`src/rtl/audio_pkg.sv`:
```
// Shared audio types: default sample width, the I2S transmit state enum and the stereo frame record.
package audio_pkg;

    localparam int SAMPLE_W_DEFAULT = 16;

    typedef enum logic [1:0] {
        IDLE  = 2'd0,
        LEFT  = 2'd1,
        RIGHT = 2'd2
    } tx_state_t;

    typedef struct packed {
        logic [SAMPLE_W_DEFAULT-1:0] left;
        logic [SAMPLE_W_DEFAULT-1:0] right;
    } stereo_frame_t;

endpackage

```
`src/rtl/audio_clk_sync.sv`:
```
// Two-flop synchronizer for a codec-driven clock pin, plus a history flop for rise/fall detection.
module audio_clk_sync (
    input  logic clk,
    input  logic reset,
    input  logic async_in,
    output logic sync,
    output logic rise,
    output logic fall
);

    logic meta;
    logic hist;

    always_ff @(posedge clk) begin
        if (reset) begin
            meta <= 1'b0;
            sync <= 1'b0;
            hist <= 1'b0;
        end else begin
            meta <= async_in;
            sync <= meta;
            hist <= sync;
        end
    end

    assign rise = sync & ~hist;
    assign fall = hist & ~sync;

endmodule

```
`src/rtl/i2s_dac_tx.sv`:
```
// I2S serializer for the WM8731 DAC input, slaved to the codec's BCLK/LRCK, with a small frame FIFO.
// Optional I2S_DAC_TX_HOLD_LAST_EN: replay the last popped frame on underrun instead of silence.
module i2s_dac_tx
    import audio_pkg::*;
#(
    parameter int SAMPLE_W   = SAMPLE_W_DEFAULT,
    parameter int FIFO_DEPTH = 4
) (
    input  logic                          Clk,
    input  logic                          Reset,
    input  logic [SAMPLE_W-1:0]           left_in,
    input  logic [SAMPLE_W-1:0]           right_in,
    input  logic                          in_valid,
    output logic                          in_ready,
    input  logic                          AUD_BCLK,
    input  logic                          AUD_DACLRCK,
    output logic                          AUD_DACDAT,
    output logic [$clog2(FIFO_DEPTH):0]   fifo_level,
    output logic                          underrun,
    output logic [1:0]                    dbg_state
);

    localparam int PTR_W = $clog2(FIFO_DEPTH);
    localparam int CNT_W = $clog2(SAMPLE_W + 1);
    localparam logic [PTR_W:0]   FULL_LVL = (PTR_W + 1)'(FIFO_DEPTH);
    localparam logic [CNT_W-1:0] CNT_MAX  = CNT_W'(SAMPLE_W);

    logic bclk_sync, bclk_rise, bclk_fall;
    logic lrck_sync, lrck_rise, lrck_fall;
    logic unused_edges;

    audio_clk_sync u_bclk_sync (
        .clk      (Clk),
        .reset    (Reset),
        .async_in (AUD_BCLK),
        .sync     (bclk_sync),
        .rise     (bclk_rise),
        .fall     (bclk_fall)
    );

    audio_clk_sync u_lrck_sync (
        .clk      (Clk),
        .reset    (Reset),
        .async_in (AUD_DACLRCK),
        .sync     (lrck_sync),
        .rise     (lrck_rise),
        .fall     (lrck_fall)
    );

    // LRCK only matters at BCLK falling edges, so its free-running edges are not used.
    assign unused_edges = bclk_sync ^ bclk_rise ^ lrck_rise ^ lrck_fall;

    tx_state_t             state;
    logic                  lr_q;
    logic [SAMPLE_W-1:0]   shadow_left, shadow_right, shift_reg;
    logic [SAMPLE_W-1:0]   next_left, next_right;
    logic [CNT_W-1:0]      bit_cnt;
    logic [PTR_W-1:0]      wr_ptr, rd_ptr;
    logic [SAMPLE_W-1:0]   mem_left  [FIFO_DEPTH];
    logic [SAMPLE_W-1:0]   mem_right [FIFO_DEPTH];
    logic                  left_start, right_start, fifo_empty, do_push, do_pop;

    assign left_start  = bclk_fall && lr_q && !lrck_sync;
    assign right_start = bclk_fall && !lr_q && lrck_sync && (state != IDLE);
    assign fifo_empty  = (fifo_level == '0);
    assign in_ready    = (fifo_level != FULL_LVL);
    assign do_push     = in_valid && in_ready;
    assign do_pop      = left_start && !fifo_empty;
    assign dbg_state   = state;

    always_comb begin
        next_left  = mem_left[rd_ptr];
        next_right = mem_right[rd_ptr];
        if (fifo_empty) begin
`ifdef I2S_DAC_TX_HOLD_LAST_EN
            next_left  = shadow_left;
            next_right = shadow_right;
`else
            next_left  = '0;
            next_right = '0;
`endif
        end
    end

    always_ff @(posedge Clk) begin
        if (do_push) begin
            mem_left[wr_ptr]  <= left_in;
            mem_right[wr_ptr] <= right_in;
        end
    end

    always_ff @(posedge Clk) begin
        if (Reset) begin
            wr_ptr     <= '0;
            rd_ptr     <= '0;
            fifo_level <= '0;
        end else begin
            if (do_push) wr_ptr <= wr_ptr + 1'b1;
            if (do_pop)  rd_ptr <= rd_ptr + 1'b1;
            if (do_push && !do_pop)      fifo_level <= fifo_level + 1'b1;
            else if (!do_push && do_pop) fifo_level <= fifo_level - 1'b1;
        end
    end

    // Each LRCK edge spends one BCLK on the I2S delay slot before the MSB goes out.
    always_ff @(posedge Clk) begin
        if (Reset) begin
            state        <= IDLE;
            lr_q         <= 1'b0;
            shadow_left  <= '0;
            shadow_right <= '0;
            shift_reg    <= '0;
            bit_cnt      <= '0;
            AUD_DACDAT   <= 1'b0;
            underrun     <= 1'b0;
        end else begin
            underrun <= 1'b0;
            if (bclk_fall) begin
                lr_q <= lrck_sync;
                if (left_start) begin
                    state        <= LEFT;
                    shadow_left  <= next_left;
                    shadow_right <= next_right;
                    shift_reg    <= next_left;
                    bit_cnt      <= '0;
                    AUD_DACDAT   <= 1'b0;
                    underrun     <= fifo_empty;
                end else if (right_start) begin
                    state      <= RIGHT;
                    shift_reg  <= shadow_right;
                    bit_cnt    <= '0;
                    AUD_DACDAT <= 1'b0;
                end else if (state != IDLE && bit_cnt < CNT_MAX) begin
                    AUD_DACDAT <= shift_reg[SAMPLE_W-1];
                    shift_reg  <= {shift_reg[SAMPLE_W-2:0], 1'b0};
                    bit_cnt    <= bit_cnt + 1'b1;
                end else begin
                    AUD_DACDAT <= 1'b0;
                end
            end
        end
    end

endmodule

```
`config.mk`:
```
export PLATFORM = sky130hd
export DESIGN_NAME = i2s_dac_tx
export DESIGN_NICKNAME = d
export VERILOG_FILES = /design/src/rtl/audio_pkg.sv /design/src/rtl/audio_clk_sync.sv /design/src/rtl/i2s_dac_tx.sv
export SDC_FILE = /design/constraint.sdc
export NUM_CORES = 1
export LEC_CHECK = 0
export ABC_AREA = 1
export BUFFER_PORTS_ARGS = -buffer_cell sky130_fd_sc_hd__buf_2
export CAP_MARGIN = 10
export CORE_MARGIN = 2
export CORE_UTILIZATION = 35
export DETAILED_ROUTE_END_ITERATION = 16
export HOLD_SLACK_MARGIN = 0.1
export SYNTH_ARGS = -nofsm -noshare
export SYNTH_HDL_FRONTEND = slang
export SYNTH_SLANG_ARGS = --single-unit
```
`constraint.sdc`:
```
create_clock -name Clk -period 2.5 [get_ports Clk]
set_clock_uncertainty 0.1 [all_clocks]
set_input_delay 0.375 -clock Clk [delete_from_list [all_inputs] [get_ports Clk]]
set_output_delay 0.375 -clock Clk [all_outputs]
set_load 0.01 [all_outputs]
```
-- Yosys cells after proc, flatten, opt, wreduce, memory -nomap -nowiden
Memories as Yosys holds them, arrays and structs flattened. A register that Yosys moved wholly into a read port is not among the register bits.
Index checks and enable logic that the tools add are counted.
- memories: 2
- register bits: 54
- output and inout bits: 8
- ROM bits: 0
- RAM bits: 128
- bits in latches: 0
- bits of input ports: 37
- logic and storage cells: 73
- memory list (memory ; words ; bits a word ; read ports ; clocked after Yosys merged registers in ; write ports ; line ; RTL):
    mem_left ; 4 ; 16 ; 1 ; 1 ; 1 ; i2s_dac_tx.sv:59 ; logic [SAMPLE_W-1:0] mem_left [FIFO_DEPTH];
    mem_right ; 4 ; 16 ; 1 ; 1 ; 1 ; i2s_dac_tx.sv:60 ; logic [SAMPLE_W-1:0] mem_right [FIFO_DEPTH];
- divide/modulo/power cells: 0
- add/subtract/negate cells: 5
- magnitude comparators: 1
- equal/unequal tests: 1
- bitwise logic cells: 4
- multiplexer cells: 21
- $mul: 0
- shift operators: 0
- reduce and logical (&&, ||, !) cells: 24
- operators by type and width (cell ; count):
    two-way mux 16 bit ; 5
    two-way mux 5 bit ; 3
    two-way mux 2 bit ; 6
    logical AND 1 bit ; 10
    two-way mux 3 bit ; 2
    AND reduction 2 bit ; 3
    nonzero test 2 bit ; 3
    adder 5 x 1 -> 5 bit (second input constant) ; 1
    zero test 1 bit ; 5
    less-than comparator 5 bit (second input constant) ; 1
    two-way mux 1 bit ; 5
    adder 2 x 1 -> 2 bit (second input constant) ; 2
    adder 3 x 1 -> 3 bit (second input constant) ; 1
    zero test 3 bit ; 1
    inequality test 3 bit (second input constant) ; 1
    inverter 1 bit ; 3
    nonzero test 3 bit ; 1
    OR reduction 3 bit ; 1
    subtractor 3 x 1 -> 3 bit (second input constant) ; 1
    bitwise AND 1 bit ; 1

-- Longest topological paths before layout
Gate-level depths: netlist (run 1).
- word-level depth: 8
- mapped depth: 14
- depth with buffers taken out: 13

-- Hierarchy
Synthesis (run 1) repeated with hierarchy kept, for this count alone.
- cells, all modules: 788
- area, all modules: 7628.6 um^2
- by module, submodules not included (module ; area an instance (um^2) ; cells an instance ; instances ; sequential area each (um^2)):
    i2s_dac_tx ; 7440.9 ; 764 ; 1 ; 4864.7
    audio_clk_sync ; 93.8 ; 12 ; 2 ; 60.1

-- Worst setup path before layout (run 1)
No wires, ideal clock.
- kind: register to register
- start: register fifo_level[0]
- end: memory mem_left[0][0] (netlist name) (enable)
- library setup time: 0.421 ns
- setup slack: -0.235 ns
- required time: 1.979 ns
- period minus slack after synthesis: 2.735 ns
- path buffers: 0
- data arrival time: 2.214 ns
- stages on the path, launching flop included: 5
- path through: dfxtp_1 -> inv_1 -> nand3_1 -> nand2_1 -> nor2_1
- word-level cells in the longest chain between the ends: 4
- RTL lines (item ; line ; RTL):
    from (decl) ; i2s_dac_tx.sv:18 ; output logic [$clog2(FIFO_DEPTH):0] fifo_level,
    from (signal assigned) ; i2s_dac_tx.sv:100 ; if (do_push && !do_pop) fifo_level <= fifo_level + 1'b1;
    from (signal assigned) ; i2s_dac_tx.sv:101 ; else if (!do_push && do_pop) fifo_level <= fifo_level - 1'b1;
    inequality test 3 bit ; i2s_dac_tx.sv:66 ; assign in_ready = (fifo_level != FULL_LVL);
    net in_ready ; i2s_dac_tx.sv:14 ; output logic in_ready,
    logical AND 1 bit ; i2s_dac_tx.sv:67 ; assign do_push = in_valid && in_ready;
    two-way mux 1 bit ; i2s_dac_tx.sv:86 ; if (do_push) begin
    two-way mux 1 bit (not written as such) ; i2s_dac_tx.sv:87 ; mem_left[wr_ptr] <= left_in;
    to (decl) ; i2s_dac_tx.sv:59 ;
The timed path passes the listed nets, and every way through them passes these cells.

-- Worst setup path after layout (run 1)
- start: register fifo_level[0]
- end: register fifo_level[2]
- word-level cells in the longest chain between the ends: 6
- elaborated cells on any way between the ends: 14
- those cells by class: add/sub (2); eq/ne (1); mux (2); reduce/logical (9)
- RTL lines (item):
    branches (longest 6 deep; another with subtractor 3 x 1 -> 3 bit)
Parallel ways; which one is timed is not known. The select of a mux whose other input is x is not followed.
A chain may end at the register's enable or synchronous reset.

==> flow_metrics.py, run 1 <==
metrics = {
    "global_routing": {
        "grt_pass1_wl_mm": 26.3,
        "grt_pass1_vias": 5237,
        "grt_overflow_total": 0,
        "grt_antenna_before_repair": 0,
        "grt_usage": 0.141,
        "grt_max_degree": 65,
    },
    "timing": {
        "slew_violations": 0,
        "setup-tns-final_ps": 0,
        "holdWs_ps": 305,
        "fin_crit_ps": 1990,
        "finalCritPeriodShare": 0.798,
        "hold_violations": 0,
        "fmax_ghz": 0.502,
        "worst_pin_slew_ps": 583,
        "fin_ws_ps": 506,
        "setup_viol": 0,
        "max_slew_margin": 0.611,
        "rsz0062_at_grt": "false",
    },
    "route": {
        "first_pass_iters": 4,
        "wl_per_cell_um": 13.3,
        "ant_nets": 0,
        "routed_wl_mm": 15.8,
        "post_drt_via_cell_ratio": 4.58,
        "first_iter_violations": 287,
        "vias": 5431,
        "drcViolationCount": 0,
    },
    "worst_setup_path": {
        "critPathLaunchType": "register",
        "worstSetupPathType": "register to register",
        "required_ps": 2770,
        "end_kind": "register",
        "cp.arrival_ps": 2260,
        "crit_fanout": 4,
    },
    "power": {
        "power.leakage_nw": 3.90,
        "vdd_drop_max_mv": 0.345,
        "power_density_nw_per_um2": 692,
    },
    "clock_tree": {
        "root_buffer": "clkbuf_16",
        "cts_buffer_depth": 2,
        "worstSkewPairLatency_ps": 440,
        "clk_pin_slew_ps": 70,
        "htree_num_levels": 4,
        "cts.sinks": 184,
        "cts_made_buffers": 17,
        "hold_buffers": 34,
        "postCtsSetupRepairBufs": 0,
        "cts_resized": 0,
        "cts_tree": "yes",
    },
    "synth": {
        "synth_area_leader_cell": "edfxtp_1",
        "syn-num-nets": 863,
        "ys_warn_count": 0,
        "syn_inst": 819,
        "seq_area_frac_synth": 0.637,
        "synthTopCellsByArea": "edfxtp_1 49%, dfxtp_1 14%, nand2_1 11%",
        "synth_top_area_frac": 0.493,
        "synth-seq-cells": 184,
        "syn_area_um2": 7790,
        "yosysUniqueCellTypes": 30,
        "syn_area_per_cell_um2": 9.51,
    },
    "floorplan": {
        "core_area_um2": 21800,
        "rows": 54,
        "dieArea_um2": 23500,
        "die_w_um": 153,
        "io_pins": 45,
        "die_h_um": 153,
        "start_util": 0.357,
    },
    "cells_and_area": {
        "largestRegisters": "mem_left (64), mem_right (64)",
        "instances_no_fill": 1185,
        "layout.nets": 937,
        "synthToLayoutAreaGrowth_pct": 18.5,
        "diodes": 0,
        "postLayoutCoreUtil": 0.423,
        "drive_gt1_frac": 0.115,
    },
    "flow_run": {
        "drv_cap": 0,
    },
    "placement": {
        "routabilityCongestion": 0.735,
        "dp_slack_ps": 518,
        "port_buffers": 44,
        "placed_cells": 1120,
        "hpwl_mm": 9.49,
    },
    "worst_hold_path": {
        "hold_path.class": "primary input to register",
    },
    "run_status": {
        "status": "completed",
    },
}
[cells in the mapped netlist]
cell	n
a211oi_1	1
a21oi_1	45
buf_1	1
buf_2	13
buf_4	6
buf_6	5
clkbuf_1	12
clkbuf_2	1
dfxtp_1	56
edfxtp_1	128
fa_1	1
ha_1	6
inv_1	127
inv_2	1
nand2_1	224
nand2_2	1
nand2_4	2
nand3_1	36
nand3_2	1
nand3_4	1
nand4_1	18
nor2_1	69
nor2_2	1
nor2_4	2
nor4_1	1
o21a_1	1
o21ai_0	49
o21ai_1	7
o21bai_1	1
xor2_1	2
[final timing paths]
kind	startpoint	depth (start not counted)	slack [ps]	endpoint
setup / recovery	fifo_level[0]$_SDFFE_PP0P_	13	510	fifo_level[2]$_SDFFE_PP0P_
hold / removal	in_valid	4	310	wr_ptr[0]$_SDFFE_PP0P_
setup reg to reg	fifo_level[0]$_SDFFE_PP0P_	13	510	fifo_level[2]$_SDFFE_PP0P_
hold reg to reg	u_bclk_sync.meta$_SDFF_PP0_	2	310	u_bclk_sync.sync$_SDFF_PP0_
[power by group]
group	switching, mW	leakage (nW)	total, mW	internal (mW)
registers	0.0338	1.63	3.43	3.40
logic	0.231	1.99	0.376	0.146
clock network	1.19	0.279	2.58	1.39
total	1.45	3.90	6.39	4.94
[worst max-delay path, cell delays in order, from the launching register on]
cell and delay [ps]:
dfxtp_1 330, inv_1 100, nand2_1 90, nor2_1 180, nor2_4 60, inv_1 70, ha_1 130, inv_1 60
fa_1 380, nor2_1 120, nor2_1 40, nand2_1 70, o21ai_0 70, a21oi_1 120
[kinds of logic after synthesis]
logic type | share of synthesized area
fa+ha+maj | 0.0122
flops | 0.637
buf+inv | 0.0899
xor+xnor | 0.00225
simple gates | 0.190
compound gates | 0.0678
[layout by cell type, fill, tap and decap left out, drive strengths merged, types with 6 or more instances in the layout]
| master | synthesis | final |
|---|---|---|
| o21ai | 56 | 56 |
| edfxtp | 128 | 128 |
| nand4 | 18 | 18 |
| dlygate4sd3 | 0 | 34 |
| inv | 128 | 136 |
| nand2 | 227 | 227 |
| buf | 25 | 59 |
| a21oi | 45 | 45 |
| clkbuf | 13 | 17 |
| dfxtp | 56 | 56 |
| nor2 | 72 | 72 |
| nand3 | 38 | 38 |
| ha | 6 | 6 |
[through the flow]
stage / power, mW / cell area, µm²
2_1_floorplan: 3.68 / 7790
3_3_place_gp: 3.83 / 8330
3_5_place_dp: 3.84 / 8330
4_1_cts: 6.45 / 9230
5_1_grt: 6.62 / 9230
6_report: 6.39 / 9230
[cell type report]
class	instances	area (µm²)
clock buffers	17	425
clock inverters	14	136
fillers	2091	12600
inverters	128	480
multi-input cells	469	2130
flip-flops and latches	184	4970
well taps	280	350
repair buffers	93	736
[metal layers]
layer / global-route usage / part of all wire / up-vias
met4: 0.0529 / 0.014 / 0
li1: - / - / 2784
met3: 0.0320 / 0.030 / 19
met5: 0 / 0 / -
met1: 0.179 / 0.47 / 2551
met2: 0.238 / 0.49 / 77
Note: power is estimated with default switching activity, not from simulation.
==> run 2: changes to the inputs <==
--- a/config.mk
+++ b/config.mk
@@ -5,7 +5,7 @@
 export SDC_FILE = /design/constraint.sdc
 export NUM_CORES = 1
 export LEC_CHECK = 0
-export ABC_AREA = 1
+export ABC_AREA = 0
 export BUFFER_PORTS_ARGS = -buffer_cell sky130_fd_sc_hd__buf_2
 export CAP_MARGIN = 10
 export CORE_MARGIN = 2
==> constraint.sdc (replaced) <==
create_clock -name Clk -period 2 [get_ports Clk]
set_clock_uncertainty 0.1 [all_clocks]
set_input_delay 0.3 -clock Clk [delete_from_list [all_inputs] [get_ports Clk]]
set_output_delay 0.3 -clock Clk [all_outputs]
set_load 0.01 [all_outputs]
==> run 2 against run 1 <==
Against the previous run: the flow now finishes with violations (negative setup slack); final cell count shrank 30%; via count is 25% lower; area after synthesis is 6.2% lower; register-to-register slack worse by 640 ps; cell area decreased by 2.6%; clock power up 29%; total power is 32% higher; sequential power increased by 28%; sequential share of layout area is 1.5 points higher; largest cell class unchanged; non-clock buffer count grew 16.
==> flow_metrics.py, run 2 <==
metrics = {
    "synth": {
        "syn-num-nets": 496,
        "synth-seq-cells": 184,
        "synth_area_leader_cell": "edfxtp_1",
        "synth_top_area_frac": 0.526,
        "synthTopCellsByArea": "edfxtp_1 53%, dfxtp_1 15%, mux4_2 9.9%",
        "syn_inst": 452,
        "seq_area_frac_synth": 0.679,
        "synth-edff-count": 128,
        "ys_warn_count": 0,
        "yosysUniqueCellTypes": 47,
        "ys_top_cells_by_count": "128 x edfxtp_1, 56 x dfxtp_1, 32 x mux4_2, 26 x nor2_1, 23 x nor3_1",
        "syn_area_per_cell_um2": 16.2,
        "synthMostInstantiatedCell": "edfxtp_1",
        "ys_async_sr_fraction": 0,
        "syn_area_um2": 7310,
        "ys.flop_type": "edfxtp_1",
    },
    "worst_setup_path": {
        "end_kind": "register",
        "worstSetupPathType": "register to register",
        "cp.arrival_ps": 2390,
        "crit_fanout": 2,
        "critPathLaunchType": "register",
        "required_ps": 2260,
    },
    "cells_and_area": {
        "layout.nets": 593,
        "largestRegisters": "mem_left (64), mem_right (64)",
        "diodes": 0,
        "drive_gt1_frac": 0.311,
        "instances_no_fill": 832,
        "synthToLayoutAreaGrowth_pct": 22.9,
        "fin_area_um2": 8980,
        "final_cell_mix": "128 x edfxtp_1, 52 x dfxtp_1, 44 x buf_2",
        "postLayoutCoreUtil": 0.441,
        "mostFrequentLayoutCell": "edfxtp_1",
    },
    "global_routing": {
        "grt_pass1_vias": 4339,
        "met3_usage": 0.0411,
        "grt_antenna_before_repair": 0,
        "grtUsageMet1": 0.176,
        "grt-busiest-layer": "met2",
        "met2_usage": 0.239,
        "grt_usage": 0.142,
        "grt_max_degree": 33,
        "grt_pass1_wl_mm": 23.5,
        "grt_overflow_total": 0,
    },
    "timing": {
        "rsz0062_at_grt": "true",
        "finalCritPeriodShare": 1.07,
        "setup_viol": 1,
        "worst_pin_slew_ps": 515,
        "slew_violations": 0,
        "fmax_ghz": 0.469,
        "max_slew_margin": 0.656,
        "hold_violations": 0,
        "fin_crit_ps": 2130,
        "fin_ws_ps": -134,
    },
    "power": {
        "power_density_nw_per_um2": 937,
        "p_clk_frac": 0.397,
        "seq_power_share": 0.521,
        "power.leakage_nw": 3.01,
        "p_int_mw": 6.54,
        "switchingPower_mw": 1.88,
        "combPwrFrac": 0.082,
        "vdd_drop_max_mv": 0.482,
        "p_sw_frac": 0.223,
    },
    "clock_tree": {
        "worstSkewPairLatency_ps": 440,
        "root_buffer": "clkbuf_16",
        "cts.sinks": 184,
        "cts_made_buffers": 17,
        "clk_pin_slew_ps": 70,
        "cts_buffer_depth": 2,
        "cts_tree": "yes",
        "htree_num_levels": 4,
    },
    "floorplan": {
        "start_util": 0.359,
        "die_h_um": 149,
        "core_area_um2": 20400,
        "io_pins": 45,
        "rows": 52,
        "dieArea_um2": 22100,
        "die_w_um": 149,
    },
    "placement": {
        "hpwl_mm": 9.11,
        "placed_cells": 764,
        "port_buffers": 44,
        "place_area_um2": 8030,
        "routabilityCongestion": 0.759,
    },
    "route": {
        "first_iter_violations": 254,
        "ant_nets": 0,
        "routed_wl_mm": 14.3,
        "wl_per_cell_um": 17.2,
        "post_drt_via_cell_ratio": 4.92,
        "drcViolationCount": 0,
        "vias": 4091,
        "first_pass_iters": 4,
    },
    "run_status": {
        "status": "complete, but fails checks",
        "violations": "negative setup slack",
    },
    "flow_run": {
        "drv_cap": 0,
    },
    "worst_hold_path": {
        "hold_path.class": "primary input to register",
    },
}
[run 2: cell types whose count changed after synthesis, moves of 16 or more]
cell | before | now
a21oi_1 | 45 | 4
o21ai_0 | 49 | 17
nor2_1 | 69 | 26
inv_1 | 127 | 4
nor3_1 | 0 | 23
mux4_2 | 0 | 32
nand3_1 | 36 | 17
nand2_1 | 224 | 16
nand4_1 | 18 | 1
a22oi_1 | 0 | 16
[run 2: logic make-up (layout without fill, tap and decap cells)]
| group | count (synthesis) | after routing | share of synthesized area |
|---|---|---|---|
| compound gates | 71 | 71 | 0.0796 |
| xor+xnor | 8 | 8 | 0.00959 |
| fa+ha+maj | 7 | 7 | 0.0130 |
| flops | 184 | 184 | 0.679 |
| buf+inv | 35 | 145 | 0.0296 |
| simple gates | 110 | 110 | 0.0835 |
| mux | 37 | 37 | 0.105 |
[run 2: path summary, 6_finish.rpt]
path	from	end	slack (ps)	cells past startpoint
max	fifo_level[1]$_SDFFE_PP0P_	fifo_level[2]$_SDFFE_PP0P_	-130	9
min	Reset	shadow_right[15]$_SDFFE_PP0N_	180	2
max reg2reg	fifo_level[1]$_SDFFE_PP0P_	fifo_level[2]$_SDFFE_PP0P_	-130	9
min reg2reg	AUD_DACDAT$_SDFFE_PP0N_	AUD_DACDAT$_SDFFE_PP0N_	350	2
[run 2: what timing repair did]
item                                   CTS  global route
hold buffers                            34             0
setup endpoints to repair                1             1
pin swaps                                3             1
endpoints found under the hold margin  130             0
buffers inserted                         2             0
gates resized for setup                  1             1
[run 2: power groups by stage]
stage / Sequential [mW] / Clock, mW / Combinational (mW)
floorplan: 4.47 / 0 / 0.316
global placement: 4.45 / 0 / 0.613
detailed placement: 4.47 / 0 / 0.646
CTS: 4.38 / 3.43 / 0.715
global route: 4.40 / 3.60 / 0.760
finish: 4.38 / 3.34 / 0.694
[run 2: stage by stage]
| stage | hold WS (ps) | power, mW | setup TNS (ps) | worst slack (ps) |
|---|---|---|---|---|
| after floorplan | 299 | 4.78 | -8270 | -401 |
| after global placement | 342 | 5.06 | -121 | -121 |
| after detailed placement | 344 | 5.11 | -179 | -179 |
| after CTS | 171 | 8.53 | -150 | -150 |
| after global routing | 188 | 8.76 | -245 | -245 |
| final | 180 | 8.42 | -134 | -134 |
[run 2: area by class of cell]
class | count | area, µm²
clock buffers | 20 | 437
fillers | 1783 | 11400
multi-input cells | 233 | 2160
well taps | 270 | 338
clock inverters | 12 | 160
repair buffers | 109 | 906
inverters | 4 | 15.0
flip-flops and latches | 184 | 4970
[run 2: metal layers]
metal	vias to the layer above	wire length, µm
met4	0	218
li1	1958	-
met2	80	7300
met3	16	665
met5	-	0
met1	2037	6150
[run 2: worst max-delay path, stage by stage, from the launching register on]
cell	delay, ps
dfxtp_4	340
or3_4	370
and2_4	150
inv_2	60
ha_4	120
inv_2	30
fa_2	320
xor2_1	150
or3_1	300
a21oi_1	120
